===== config.mk =====
export PLATFORM = sky130hd
export DESIGN_NAME = uart_transmitter_flat
export DESIGN_NICKNAME = d
export VERILOG_FILES = /design/src/rtl/uart_tx_if.sv /design/src/rtl/uart_transmitter.sv /design/src/flat_wrapper.sv
export SDC_FILE = /design/constraint.sdc
export NUM_CORES = 1
export LEC_CHECK = 0
export ABC_AREA = 1
export BUFFER_PORTS_ARGS = -buffer_cell sky130_fd_sc_hd__buf_2
export CAP_MARGIN = 20
export CORE_AREA = 2 2 76 78
export CTS_BUF_LIST = sky130_fd_sc_hd__clkbuf_8
export DETAILED_ROUTE_END_ITERATION = 10
export DIE_AREA = 0 0 78 80
export GPL_TIMING_DRIVEN = 1
export MAX_ROUTING_LAYER = met4
export SETUP_SLACK_MARGIN = 0.05
export SYNTH_ARGS = -nofsm -noshare
export SYNTH_HDL_FRONTEND = slang
export SYNTH_SLANG_ARGS = --single-unit

===== constraint.sdc =====
create_clock -name clk -period 2.2 [get_ports clk]
set_clock_uncertainty 0.1 [all_clocks]
set_input_delay 0.22 -clock clk [delete_from_list [all_inputs] [get_ports clk]]
set_output_delay 0.22 -clock clk [all_outputs]
set_load 0.02 [all_outputs]

===== src/rtl/uart_tx_if.sv =====
// uart_tx_if -- request/status bundle between a character sequencer and the
// UART transmitter.
//   send : one-cycle transmit request (sequencer -> transmitter)
//   data : byte to send, sampled together with send
//   busy : frame in progress (transmitter -> sequencer)
//   tx   : serial line, idle high (transmitter -> pin)
interface uart_tx_if;
    logic       send;
    logic [7:0] data;
    logic       busy;
    logic       tx;

    modport master (output send, output data, input busy, input tx);
    modport slave  (input send, input data, output busy, output tx);
endinterface


===== src/rtl/uart_transmitter.sv =====
// uart_transmitter -- 8N1 byte serialiser.
// A send strobe while idle latches data and starts a frame: start bit, eight
// data bits LSB first, one stop bit, each CLOCKS_PER_BIT clocks long.
// Ports:
//   clk  : system clock, rising edge
//   rst  : asynchronous active-high reset
//   bus  : uart_tx_if.slave (send/data in, busy/tx out, both outputs registered)
module uart_transmitter #(
    parameter int CLOCKS_PER_BIT = 868
) (
    input  logic     clk,
    input  logic     rst,
    uart_tx_if.slave bus
);
    localparam int CNT_W = ($clog2(CLOCKS_PER_BIT + 1) < 1) ? 1 : $clog2(CLOCKS_PER_BIT + 1);
    localparam logic [CNT_W-1:0] CNT_MAX = CNT_W'(CLOCKS_PER_BIT - 1);

    typedef enum logic [1:0] {
        S_IDLE,
        S_START,
        S_DATA,
        S_STOP
    } state_t;

    state_t           state_q, state_d;
    logic [CNT_W-1:0] cnt_q, cnt_d;
    logic [2:0]       idx_q, idx_d;
    logic [7:0]       shift_q, shift_d;
    logic             tx_q, tx_d;
    logic             busy_q, busy_d;
    logic             bit_done;

    assign bus.tx   = tx_q;
    assign bus.busy = busy_q;
    // Last clock of the current bit slot.
    assign bit_done = (cnt_q == CNT_MAX);

    always_ff @(posedge clk or posedge rst) begin
        if (rst) begin
            state_q <= S_IDLE;
            cnt_q   <= '0;
            idx_q   <= '0;
            shift_q <= '0;
            tx_q    <= 1'b1;
            busy_q  <= 1'b0;
        end else begin
            state_q <= state_d;
            cnt_q   <= cnt_d;
            idx_q   <= idx_d;
            shift_q <= shift_d;
            tx_q    <= tx_d;
            busy_q  <= busy_d;
        end
    end

    always_comb begin
        state_d = state_q;
        cnt_d   = cnt_q;
        idx_d   = idx_q;
        shift_d = shift_q;
        tx_d    = tx_q;
        busy_d  = busy_q;

        // The slot counter free-runs through every non-idle state.
        if (state_q != S_IDLE) begin
            cnt_d = bit_done ? '0 : cnt_q + 1'b1;
        end

        case (state_q)
            S_IDLE: begin
                tx_d   = 1'b1;
                busy_d = 1'b0;
                if (bus.send) begin
                    state_d = S_START;
                    shift_d = bus.data;
                    tx_d    = 1'b0;
                    busy_d  = 1'b1;
                    cnt_d   = '0;
                    idx_d   = '0;
                end
            end
            S_START: begin
                if (bit_done) begin
                    state_d = S_DATA;
                    tx_d    = shift_q[0];
                    shift_d = {1'b0, shift_q[7:1]};
                end
            end
            S_DATA: begin
                if (bit_done) begin
                    if (idx_q == 3'd7) begin
                        state_d = S_STOP;
                        tx_d    = 1'b1;
                        idx_d   = '0;
                    end else begin
                        tx_d    = shift_q[0];
                        shift_d = {1'b0, shift_q[7:1]};
                        idx_d   = idx_q + 3'd1;
                    end
                end
            end
            S_STOP: begin
                // tx is already high; it simply stays high into idle.
                if (bit_done) begin
                    state_d = S_IDLE;
                    busy_d  = 1'b0;
                    tx_d    = 1'b1;
                end
            end
            default: begin
                state_d = S_IDLE;
                tx_d    = 1'b1;
                busy_d  = 1'b0;
            end
        endcase
    end
endmodule


===== src/flat_wrapper.sv =====
// flat-port wrapper written by rule: the top's interface ports become plain ports
module uart_transmitter_flat 
#(
    parameter int CLOCKS_PER_BIT = 868
)
  (clk, rst, bus_send, bus_data, bus_busy, bus_tx);
  uart_tx_if bus_i ();
  input  logic clk;
  input  logic rst;
  input wire logic [$bits(bus_i.send)-1:0] bus_send;
  input wire logic [$bits(bus_i.data)-1:0] bus_data;
  output wire logic [$bits(bus_i.busy)-1:0] bus_busy;
  output wire logic [$bits(bus_i.tx)-1:0] bus_tx;
  assign bus_i.send = bus_send;
  assign bus_i.data = bus_data;
  assign bus_busy = bus_i.busy;
  assign bus_tx = bus_i.tx;
  uart_transmitter #(.CLOCKS_PER_BIT(CLOCKS_PER_BIT)) u_core (.clk(clk), .rst(rst), .bus(bus_i));
endmodule

==> out/metrics.csv, run 1 <==
metric;value;unit
stdcell_count;291;
drt_iter0_drc;74;
synth_flop_cell;dfrtp_1;
synth-seq-cells;25;
tns;0;ps
rrSetupSlack;490;ps
min_to;u_core.shift_q[7];
worstHoldStart;bus_data[7];
htree_levels;1;
rsz0062_at_grt;false;
maxSlewHeadroom;77.7;%
synth_area;0.00152;sq mm
start_util;28.1;%
antenna_found_initial;0;
insertion_delay;270;ps
hpwl;2300;um
grt_usage;11.4;%
maxCapViolations;0;
p_per_area;1220;mW/mm^2
synthCells;202;
root_buffer;clkbuf_8;
pin_count;13;
syn_avg_cell_area;7.51;sq um
cts_sinks;25;
yosysSeqAreaShare;41.3;%
critical_path.max_fanout;9;
vias;1274;
dp.cells;286;
ant_nets;0;
numCtsBuffers;3;
final_util;32.0;%
diodes;0;
grt_pass1_wl;5510;um
grt-ovfl-total;0;
port_buffers;12;
r2r_start;u_core.state_q[0];
dieArea;0.00624;sq mm
cts_tree;done;
fillers;628;
wl_per_cell;10.2;um
fin_crit;1710;ps
final_nets;238;
reg2reg_to;u_core.shift_q[2];
synthToLayoutAreaGrowth;13.9;%
grt_max_degree;26;
totalPowerFinal;2.12;mW
setup_viol;0;
die_y;80;um
first_pass_iters;4;
placementRows;27;
chipWidth;78;um
hold_class;input pin to register;
syn_nets;220;
fin_crit_sh;77.6;%
hold_depth;3;
synth_edf_count;0;
irDropWorstVdd;0.000571;V
max_freq;586;MHz
hold_viol;0;
gp_congestion;0.845;
yosysWarnings;0;
tightest_slew;334;ps
first_global_vias;1222;
status;finished clean;
end_kind;register;
yosysUniqueCellTypes;25;
worstPathRequired;2270;ps
wl;2980;um
async_reset_ff_share;100;%
path_class;register to register;
drive_gt1_share;18.7;%
via_per_inst;4.38;
clk_pin_slew;90;ps
arrival;1780;ps
leakagePower;0.905;nW
cts_buffer_depth;2;
rr_worst_depth;8;
route.detailed.drc;0;
core;0.00541;sq mm
cp-start-kind;register;
drv_slew;0;
## Yosys cell counts, types with 2 or more instances
cell	number	area, sq um
dfrtp_1	24	601
ha_1	7	87.6
inv_1	18	67.6
inv_2	8	30.0
nand2_1	78	293
nand2_2	6	37.5
nand2_4	2	22.5
nand3_1	21	105
nand4_1	2	12.5
nor2_1	8	30.0
nor2_4	2	22.5
o211ai_1	2	15.0
o21ai_0	5	25.0
o21ai_1	4	20.0
o21ai_2	2	17.5
o22ai_1	3	18.8
xor2_1	2	17.5
## layer usage
layer / global-route usage, % / wire [um] / vias up / part of all wire [%]
met5: - / 0 / - / 0
li1: - / - / 675 / -
met2: 18.3 / 1320 / 21 / 44
met3: 2.49 / 113 / 5 / 3.8
met1: 14.8 / 1510 / 573 / 51
met4: 2.63 / 34 / 0 / 1.1
## logic make-up (layout without fill, tap and decap cells)
family / after synthesis / count (layout) / synth area share (%)
AO/OA/AOI/OAI: 16 / 16 / 6.35
buffers and inverters: 27 / 44 / 6.76
adder cells (fa/ha/maj): 7 / 7 / 5.77
XOR/XNOR: 2 / 2 / 1.15
flip-flops: 25 / 25 / 41.3
AND/OR/NAND/NOR: 125 / 125 / 38.7
## flip-flops by register name, summed over array words and instances, names as in the netlist
signal,flops
u_core.bus.tx,1
u_core.bus.busy,1
u_core.cnt_q,10
u_core.shift_q,8
u_core.idx_q,3
u_core.state_q,2
## worst max-delay path, cell delays in order (launching register included)
cell and delay [ps]:
dfrtp_1 410, inv_1 80, ha_1 270, inv_2 180, nor2_8 70, nor2_4 240
nand2_4 130, nand2_1 80, nand2_1 50
## stage by stage
stage,instance area [sq um],hold WS (ps),setup slack (ps)
6_report,1730,94.2,494
5_1_grt,1730,104,305
2_1_floorplan,1520,147,672
3_5_place_dp,1670,204,491
3_3_place_gp,1670,200,541
4_1_cts,1730,90.7,477
## cell usage in the layout (no fill, tap or decap)
cell,instances
inv_1,18
nor2_4,2
dfrtp_1,24
nor2_1,8
buf_2,12
clkinvlp_4,1
dfstp_2,1
o21ai_1,4
buf_4,1
nand3b_1,1
nand3_4,1
nand2_1,78
nand4_1,2
or2_0,1
nand2_4,2
or2_1,1
nand2_2,6
dlygate4sd3_1,1
o211ai_1,2
xor2_1,2
nand3_1,21
o21ai_0,5
o21ai_2,2
nor2_8,1
inv_2,8
o22ai_1,3
ha_1,7
nor2_2,1
clkbuf_8,3
## final cells by class
class | count | area, sq um | area share (%)
multi-input combinational | 150 | 788 | 45.6
sequential | 25 | 627 | 36.3
inverter | 26 | 97.6 | 5.64
tap | 72 | 90.1 | 5.21
timing repair buffer | 14 | 77.6 | 4.49
clock buffer | 3 | 41.3 | 2.39
clock inverter | 1 | 7.51 | 0.434
## worst max path at each step
| stage | start | cells past startpoint | slack (ps) | to |
|---|---|---|---|---|
| after floorplan | u_core.state_q[0] | 7 | 670 | u_core.state_q[0] |
| after global placement | u_core.state_q[0] | 8 | 540 | u_core.shift_q[4] |
| after detailed placement | u_core.state_q[0] | 8 | 490 | u_core.shift_q[2] |
| after CTS | u_core.state_q[0] | 8 | 480 | u_core.shift_q[2] |
| after global routing | u_core.state_q[0] | 8 | 310 | u_core.shift_q[2] |
| final | u_core.state_q[0] | 8 | 490 | u_core.shift_q[2] |
## where the power goes
group          leakage [nW]  switching, mW  total (mW)  internal (mW)
logic                 0.558          0.734        1.11          0.372
clock network        0.0217          0.155       0.284          0.129
registers             0.325          0.107       0.726          0.619
total                 0.905          0.996        2.12           1.12
## timing repair
action	4_1_cts	5_1_grt
resized for setup	0	0
hold buffers	1	0
hold endpoints to repair	24	0
buffers inserted	0	0
(Power assumes the default switching activity.)
==> inputs of run 2 (changes only) <==
--- a/config.mk
+++ b/config.mk
@@ -5,13 +5,13 @@
 export SDC_FILE = /design/constraint.sdc
 export NUM_CORES = 1
 export LEC_CHECK = 0
-export ABC_AREA = 1
+export ABC_AREA = 0
 export BUFFER_PORTS_ARGS = -buffer_cell sky130_fd_sc_hd__buf_2
 export CAP_MARGIN = 20
-export CORE_AREA = 2 2 76 78
+export CORE_AREA = 2 2 74 76
 export CTS_BUF_LIST = sky130_fd_sc_hd__clkbuf_8
 export DETAILED_ROUTE_END_ITERATION = 10
-export DIE_AREA = 0 0 78 80
+export DIE_AREA = 0 0 76 78
 export GPL_TIMING_DRIVEN = 1
 export MAX_ROUTING_LAYER = met4
 export SETUP_SLACK_MARGIN = 0.05
==> constraint.sdc (replaced) <==
create_clock -name clk -period 1.42 [get_ports clk]
set_clock_uncertainty 0.1 [all_clocks]
set_input_delay 0.142 -clock clk [delete_from_list [all_inputs] [get_ports clk]]
set_output_delay 0.142 -clock clk [all_outputs]
set_load 0.02 [all_outputs]
==> out/metrics.csv, run 2 <==
metric;value;unit;change
largest_reg_flops;10;;unchanged
slowest_delay;420;ps;was 410 ps
path_class;register to register;;unchanged
yosysUniqueCellTypes;43;;was 25
synthTopCellsByCount;24 x dfrtp_1, 11 x nand2_1, 10 x mux2_2;;was 78 x nand2_1, 24 x dfrtp_1, 21 x nand3_1
pin_count;13;;unchanged
crit_buf_inv;2;;unchanged
syn_nets;149;;was 220
endpoint;u_core.shift_q[3];;was u_core.shift_q[2]
cp_slowest_cell;dfrtp_1;;unchanged
violations;negative setup slack;;
synth_top_cell_by_area;dfrtp_1;;unchanged
layout_common_cells;28 x buf_4, 23 x dfrtp_1, 12 x buf_2;;was 78 x nand2_1, 24 x dfrtp_1, 21 x nand3_1
arrival;1880;ps;was 1780 ps
final_common_cell;buf_4;;was nand2_1
rr_worst_depth;7;;was 8
cts_buffer_depth;2;;unchanged
cts_sinks;25;;unchanged
p_per_area;2120;mW/mm^2;was 1220 mW/mm^2
root_buffer;clkbuf_8;;unchanged
vias;1171;;was 1274
cp-start-kind;register;;unchanged
hold_viol;0;;unchanged
syn_avg_cell_area;11.1;sq um;was 7.51 sq um
r2r_start;u_core.state_q[0];;unchanged
critical_path.max_fanout;8;;was 9
grt_max_degree;26;;unchanged
irDropWorstVdd;0.00111;V;was 0.000571 V
reg_top3;u_core.cnt_q x10, u_core.shift_q x8, u_core.idx_q x3;;unchanged
drt-met1-wl;1550;um;was 1510 um
top_layer_used;met4;;unchanged
yosysWarnings;0;;unchanged
synth_flop_cell;dfrtp_1;;unchanged
hold_class;input pin to register;;unchanged
first_pass_iters;4;;unchanged
synth_compound_area_share;11.6;%;was 6.35%
end_kind;register;;unchanged
path_cells;inv_2 -> ha_4 -> nor2b_4 -> a211oi_2 -> o21a_1 -> buf_12 -> mux2_4;;was inv_1 -> ha_1 -> inv_2 -> nor2_8 -> nor2_4 -> nand2_4 -> nand2_1 -> nand2_1
holdWs;119;ps;was 94.2 ps
placementRows;26;;was 27
fin_ws;-402;ps;was 494 ps
synth_area;0.00146;sq mm;was 0.00152 sq mm
port_buffers;12;;unchanged
via_per_inst;4.67;;was 4.38
synth_top_family_by_area;simple AND/OR/NAND/NOR gates;;unchanged
rsz0062_at_grt;true;;was false
start_util;28.9;%;was 28.1%
antenna_found_initial;0;;unchanged
place_ws;-437;ps;was 491 ps
grt_pass1_wl;5420;um;was 5510 um
final_nets;200;;was 238
chipWidth;76;um;was 78 um
synthToLayoutAreaGrowth;46.4;%;was 13.9%
status;finished with violations;;was finished clean
rrSetupSlack;-400;ps;was 490 ps
core;0.00504;sq mm;was 0.00541 sq mm
fin_crit_sh;128;%;was 77.6%
async_reset_ff_share;100;%;unchanged
maxCapViolations;0;;unchanged
synthCells;131;;was 202
startpoint;u_core.state_q[0];;unchanged
hpwl;2330;um;was 2300 um
dieArea;0.00593;sq mm;was 0.00624 sq mm
cts_tree;done;;unchanged
setup_viol;22;;was 0
fillers;491;;was 628
maxSlewHeadroom;77.8;%;was 77.7%
die_y;78;um;was 80 um
dr_wl_met3;125;um;was 113 um
synth-seq-cells;25;;unchanged
fin_crit;1820;ps;was 1710 ps
synth_edf_count;0;;unchanged
yosysSeqAreaShare;43.1;%;was 41.3%
numCtsBuffers;3;;unchanged
route.detailed.drc;0;;unchanged
htree_levels;1;;unchanged
tightest_slew;333;ps;was 334 ps
synth_adder_area_share;6.02;%;was 5.77%
leakagePower;0.943;nW;was 0.905 nW
wl;3330;um;was 2980 um
drt_iter0_drc;63;;was 74
yosysTopAreaCellShare;41.3;%;was 39.6%
yosysMostFrequentCell;dfrtp_1;;was nand2_1
dr_wl_met2;1630;um;was 1320 um
critPathTopFamily;flip-flops;;was simple AND/OR/NAND/NOR gates
synth_xor_area_share;2.41;%;was 1.15%
synth_area_leaders;dfrtp_1 41%, mux2_4 8.3%, mux2_2 7.7%;;was dfrtp_1 40%, nand2_1 19%, nand3_1 6.9%
insertion_delay;270;ps;about the same
clk_pin_slew;90;ps;about the same
muxShareOfSynthArea;16.0;%;was 0%
ant_nets;0;;unchanged
drive_gt1_share;56.4;%;was 18.7%
worstPathRequired;1480;ps;was 2270 ps
wl_per_cell;13.3;um;was 10.2 um
totalPowerFinal;4.52;mW;was 2.12 mW
top_register;u_core.cnt_q;;unchanged
max_freq;549;MHz;was 586 MHz
gp_congestion;0.828;;was 0.845
drv_slew;0;;unchanged
grt-ovfl-total;0;;unchanged
grt_usage;11.7;%;was 11.4%
cp.depth;7;;was 8
final_util;42.3;%;was 32.0%
first_global_vias;1210;;was 1222
yosys.area_share.simple;16.8;%;was 38.7%
diodes;0;;unchanged
reg2reg_to;u_core.shift_q[3];;was u_core.shift_q[2]
[run 2: kinds of logic after synthesis]
family,Yosys count
DFF,25
buffers and inverters,12
adders and majority gates,7
muxes,18
xor gates and xnor gates,4
and+or+nand+nor,41
AOI/OAI and AO/OA,24
[run 2: worst min path at each step]
stage / start / depth (start not counted) / endpoint
after CTS: bus_data[7] / 3 / u_core.shift_q[7]
final: bus_data[7] / 3 / u_core.shift_q[7]
after global routing: bus_data[5] / 3 / u_core.shift_q[5]
after global placement: rst / 3 / u_core.shift_q[2]
after detailed placement: rst / 3 / u_core.shift_q[3]
after floorplan: rst / 1 / u_core.bus.busy
[run 2: report_power, final]
| group | internal, mW | leakage [nW] | switching [mW] |
|---|---|---|---|
| registers | 1.01 | 0.317 | 0.219 |
| clock network | 0.196 | 0.0255 | 0.225 |
| logic | 1.74 | 0.601 | 1.13 |
[run 2: layout make-up]
cell class	count	area (sq um)	share of cell area, %
timing repair buffer	52	413	19.4
multi-input combinational	94	933	43.8
clock buffer	3	41.3	1.94
inverter	6	22.5	1.06
sequential	25	628	29.5
clock inverter	1	5.00	0.235
tap	70	87.6	4.11
[run 2: per-stage QoR]
stage | TNS, ps | std cells | instance area, sq um
final | -6410 | 251 | 2130
after floorplan | -5540 | 131 | 1500
after global placement | -6430 | 238 | 1850
after global routing | -8520 | 251 | 2130
after CTS | -6140 | 249 | 2070
after detailed placement | -6820 | 238 | 1850
[run 2: routing by layer]
layer / GRT usage [%] / up-vias
met3: 2.79 / 2
met1: 14.2 / 562
met5: - / -
met4: 2.18 / 0
met2: 20.2 / 25
li1: - / 582
[run 2: worst register-to-register path: stages (launching register included)]
cell	delay [ps]
dfrtp_1	420
inv_2	90
ha_4	160
nor2b_4	120
a211oi_2	170
o21a_1	200
buf_12	140
mux2_4	300
[run 2: what timing repair did]
| item | in CTS | in global routing |
|---|---|---|
| pin swaps | 8 | 9 |
| buffers inserted | 6 | 3 |
| setup endpoints to repair | 25 | 25 |
| resized for setup | 32 | 11 |
| hold endpoints to repair | 24 | 0 |
| hold buffers | 1 | 0 |
